--- config.mk ---
export PLATFORM = sky130hd
export DESIGN_NAME = matvec_iter_sched
export DESIGN_NICKNAME = d
export VERILOG_FILES = /design/src/rtl/matvec_iter_sched.sv
export SDC_FILE = /design/constraint.sdc
export NUM_CORES = 1
export LEC_CHECK = 0
export CAP_MARGIN = 20
export CORE_MARGIN = 2
export CORE_UTILIZATION = 41
export CTS_CLUSTER_DIAMETER = 40
export DETAILED_ROUTE_END_ITERATION = 12
export HOLD_SLACK_MARGIN = 0.03
export PLACE_DENSITY = 0.83
export SETUP_SLACK_MARGIN = 0.4
export SLEW_MARGIN = 15
export SYNTH_ARGS = -nofsm -noshare
export SYNTH_HDL_FRONTEND = slang
export SYNTH_SLANG_ARGS = --single-unit
--- constraint.sdc ---
create_clock -name clk -period 1.5 [get_ports clk]
set_input_delay 0.3 -clock clk [delete_from_list [all_inputs] [get_ports clk]]
set_output_delay 0.3 -clock clk [all_outputs]
set_load 0.01 [all_outputs]
--- src/rtl/matvec_iter_sched.sv ---
// Round-robin sequencer that shares one 2x2 GF(2) matrix-vector multiplier between two
// requesters and iterates it k times per job, returning M^k * v on a valid/ready port.

module matrix_vec_mul (
    input  logic [3:0] mat_i,
    input  logic [1:0] vec_i,
    output logic [1:0] vec_o
);
    assign vec_o[1] = (mat_i[3] & vec_i[1]) ^ (mat_i[2] & vec_i[0]);
    assign vec_o[0] = (mat_i[1] & vec_i[1]) ^ (mat_i[0] & vec_i[0]);
endmodule

module matvec_iter_sched #(
    parameter int unsigned CNT_W = 4
) (
    input  logic             clk,
    input  logic             rst_n,
    input  logic             req0_valid,
    output logic             req0_ready,
    input  logic [3:0]       req0_mat,
    input  logic [1:0]       req0_vec,
    input  logic [CNT_W-1:0] req0_cnt,
    input  logic             req1_valid,
    output logic             req1_ready,
    input  logic [3:0]       req1_mat,
    input  logic [1:0]       req1_vec,
    input  logic [CNT_W-1:0] req1_cnt,
    output logic             rsp_valid,
    input  logic             rsp_ready,
    output logic             rsp_id,
    output logic [1:0]       rsp_vec
);
    localparam logic [1:0] StIdle = 2'd0;
    localparam logic [1:0] StRun  = 2'd1;
    localparam logic [1:0] StDone = 2'd2;

    logic [1:0]       state_q, state_d;
    logic [3:0]       mat_q, mat_d;
    logic [1:0]       vec_q, vec_d;
    logic [CNT_W-1:0] cnt_q, cnt_d;
    logic             id_q, id_d;
    logic             last_grant_q, last_grant_d;
    logic             rsp_valid_q, rsp_valid_d;

    logic             grant0, grant1;
    logic [1:0]       mul_out;
    logic [CNT_W-1:0] acc_cnt;

    matrix_vec_mul u_mul (
        .mat_i (mat_q),
        .vec_i (vec_q),
        .vec_o (mul_out)
    );

    // On a tie the requester that was not served last wins.
    assign grant0 = req0_valid & (~req1_valid | last_grant_q);
    assign grant1 = req1_valid & (~req0_valid | ~last_grant_q);

    assign req0_ready = rst_n & (state_q == StIdle) & grant0;
    assign req1_ready = rst_n & (state_q == StIdle) & grant1;

    assign acc_cnt = grant1 ? req1_cnt : req0_cnt;

    always_comb begin
        state_d      = state_q;
        mat_d        = mat_q;
        vec_d        = vec_q;
        cnt_d        = cnt_q;
        id_d         = id_q;
        last_grant_d = last_grant_q;
        rsp_valid_d  = rsp_valid_q;
        case (state_q)
            StIdle: begin
                if (req0_ready || req1_ready) begin
                    mat_d        = grant1 ? req1_mat : req0_mat;
                    vec_d        = grant1 ? req1_vec : req0_vec;
                    cnt_d        = acc_cnt;
                    id_d         = grant1;
                    last_grant_d = grant1;
                    if (acc_cnt == '0) begin
                        state_d     = StDone;
                        rsp_valid_d = 1'b1;
                    end else begin
                        state_d = StRun;
                    end
                end
            end
            StRun: begin
                vec_d = mul_out;
                cnt_d = cnt_q - CNT_W'(1);
                if (cnt_d == '0) begin
                    state_d     = StDone;
                    rsp_valid_d = 1'b1;
                end
            end
            StDone: begin
                if (rsp_ready) begin
                    state_d     = StIdle;
                    rsp_valid_d = 1'b0;
                end
            end
            default: begin
                state_d     = StIdle;
                rsp_valid_d = 1'b0;
            end
        endcase
    end

    always_ff @(posedge clk) begin
        if (!rst_n) begin
            state_q      <= StIdle;
            mat_q        <= 4'b0000;
            vec_q        <= 2'b00;
            cnt_q        <= '0;
            id_q         <= 1'b0;
            last_grant_q <= 1'b1;
            rsp_valid_q  <= 1'b0;
        end else begin
            state_q      <= state_d;
            mat_q        <= mat_d;
            vec_q        <= vec_d;
            cnt_q        <= cnt_d;
            id_q         <= id_d;
            last_grant_q <= last_grant_d;
            rsp_valid_q  <= rsp_valid_d;
        end
    end

    assign rsp_valid = rsp_valid_q;
    assign rsp_vec   = vec_q;
    assign rsp_id    = id_q;
endmodule
==> flow_metrics.py <==
metrics = {
    "route": {
        "wire_per_inst_microns": 18.6,
        "drtIter0Drc": 28,
        "ant_nets": 0,
        "dr.pass1.iters": 5,
        "vias_per_cell": 5.86,
        "route.detailed.drc": 0,
        "vias": 1096,
        "wl_microns": 3470,
    },
    "clock_network": {
        "clk_pin_slew_ps": 90,
        "worst_skew_pair.late_latency_ps": 300,
        "cts-buffers-inserted": 3,
        "cts-root-buf": "clkbuf_4",
        "cts_max_level": 1,
        "max-clock-path-buffers": 2,
        "clock-sinks": 15,
        "cts_tree": "built",
    },
    "critical_path": {
        "cp-startpoint": "state_q[1]$_SDFFE_PN0P_",
        "end_kind": "output pin",
        "reg2reg_to": "cnt_q[0]$_SDFFE_PN0P_",
        "endpoint": "req1_ready",
        "crit_path_max_fanout": 3,
        "worstSetupStartpointType": "flip-flop",
        "required_ps": 1200,
        "crit_arrival_ps": 1390,
        "ff2ff_path_depth": 6,
        "worstReg2RegStart": "state_q[1]$_SDFFE_PN0P_",
        "crit_type": "reg -> out",
        "reg2reg_slack_ps": -150,
    },
    "timing": {
        "tightest_slew_ps": 322,
        "period_share": 1.13,
        "max_freq_ghz": 0.591,
        "max_slew_margin": 0.785,
        "slew_violations": 0,
        "hold_viol": 0,
        "holdWs_ps": 467,
        "setup_tns_ps": -1140,
        "rsz0062_at_grt": "true",
        "finalWorstSetupSlack_ps": -193,
        "finalSetupViolCount": 12,
        "fin_crit_ps": 1690,
        "clock_skew_ps": 9.61,
    },
    "placement": {
        "place_ws_ps": -736,
        "post_dp_cell_area_sq_um": 1420,
        "place.gp.congestion": 0.770,
        "port_buffers": 30,
        "hpwl_microns": 1990,
        "placed_cells": 171,
    },
    "logic_synthesis": {
        "syn_nets": 132,
        "ys_types": 44,
        "ys_ff_latch": 15,
        "synth_edf_count": 0,
        "synth_warnings": 0,
        "syn_area_sq_um": 997,
        "syn_avg_cell_area_sq_um": 9.50,
        "postSynthCellCount": 105,
        "ys_seq_area_frac": 0.301,
        "synthArstFlopShare": 0,
        "synthFlopType": "dfxtp_1",
    },
    "power": {
        "power_mw": 1.53,
        "power_density_nw_per_um2": 922,
        "p_leak_nw": 0.677,
        "vdd_drop_max_mv": 0.661,
    },
    "die": {
        "fp.dieArea_sq_um": 2840,
        "rows": 17,
        "start_util": 0.442,
        "die_h_microns": 53.3,
        "core_sq_um": 2250,
        "fp.dieW_microns": 53.3,
        "io_pins": 31,
    },
    "grt": {
        "grt_util_all_layers": 0.225,
        "grt_overflow": 0,
        "grt_pass1_wl_microns": 4600,
        "grt_pass1_vias": 987,
        "antenna_found_initial": 0,
        "grt_max_degree": 11,
    },
    "cells_and_area": {
        "syn_to_final_growth_pct": 66.2,
        "fin_util": 0.735,
        "final_area_sq_um": 1660,
        "final_common_cell": "clkdlybuf4s50_1",
        "layout_common_cells": "clkdlybuf4s50_1 (20), buf_4 (19), nand2_1 (11)",
        "fin_cells": 187,
        "num-nets-final": 187,
        "num_antenna_cells": 0,
        "drive_gt1_frac": 0.541,
    },
    "run": {
        "drv_cap": 0,
    },
    "outcome": {
        "outcome": "finished, violations left",
        "violations": "negative setup slack",
    },
    "worst_hold_path": {
        "hold_path.class": "reg -> reg",
    },
}
report_power, final:
| group | leakage (nW) | switching, mW | internal (mW) |
|---|---|---|---|
| Clock | 0.0177 | 0.149 | 0.0993 |
| Combinational | 0.532 | 0.358 | 0.402 |
| Sequential | 0.127 | 0.0556 | 0.465 |
| Total | 0.677 | 0.562 | 0.966 |
worst min path at each step:
stage	cells past startpoint	start	endpoint	slack [ps]
floorplan	2	rsp_id$_SDFFE_PN0P_	rsp_id$_SDFFE_PN0P_	480
global placement	2	rsp_id$_SDFFE_PN0P_	rsp_id$_SDFFE_PN0P_	450
detailed placement	2	rsp_id$_SDFFE_PN0P_	rsp_id$_SDFFE_PN0P_	460
CTS	2	rsp_id$_SDFFE_PN0P_	rsp_id$_SDFFE_PN0P_	470
global route	2	rsp_id$_SDFFE_PN0P_	rsp_id$_SDFFE_PN0P_	490
finish	2	rsp_id$_SDFFE_PN0P_	rsp_id$_SDFFE_PN0P_	470
metal layers:
layer  routed length, microns  part of all wire  global-route usage
met1                     1300              0.38               0.267
met2                     1730              0.50               0.409
met3                      247             0.071              0.0254
met4                      184             0.053              0.0769
met5                        0                 0                   0
logic make-up after synthesis:
| family | share of synthesized area |
|---|---|
| XOR/XNOR | 0.0264 |
| AND/OR/NAND/NOR | 0.198 |
| adder cells (fa/ha/maj) | 0.0251 |
| AO/OA/AOI/OAI | 0.251 |
| buffers and inverters | 0.0640 |
| multiplexers | 0.134 |
| flip-flops | 0.301 |
repair_timing:
item	4_1_cts	5_1_grt
pin swaps	8	6
hold endpoints to repair	0	0
resized for setup	57	15
setup endpoints to repair	20	18
setup buffers	8	4
hold buffers	0	0
layout make-up:
cell class,instances,area (sq um)
Fill cell,137,597
Clock inverter,1,5.00
Tap cell,28,35.0
Inverter,4,20.0
Multi-Input combinational cell,81,752
Sequential cell,15,317
Timing Repair Buffer,55,507
Clock buffer,3,22.5
flip-flops by register name (all words and copies together), names as in the netlist:
name	count
rsp_vec	2
cnt_q	4
state_q	2
last_grant_q	1
mat_q	4
rsp_valid	1
rsp_id	1
critical path, stage by stage, from the launching register on:
cell and delay [ps]:
dfxtp_1 350, or3b_4 420, and2b_2 240, buf_6 100
cells in the mapped netlist, types with 2 or more instances:
library cell | number | area share
buf_2 | 2 | 0.010
mux2_2 | 3 | 0.034
inv_1 | 3 | 0.011
nand2_1 | 12 | 0.045
xnor2_1 | 2 | 0.018
nor2_1 | 7 | 0.026
nor3_1 | 2 | 0.010
mux2i_1 | 10 | 0.10
o21ai_0 | 2 | 0.010
a211oi_1 | 2 | 0.015
a211oi_2 | 4 | 0.050
nor4_1 | 2 | 0.013
o21bai_1 | 2 | 0.015
nor2_2 | 4 | 0.025
ha_1 | 2 | 0.025
a21oi_1 | 4 | 0.020
dfxtp_1 | 15 | 0.30
(Power assumes the default switching activity.)
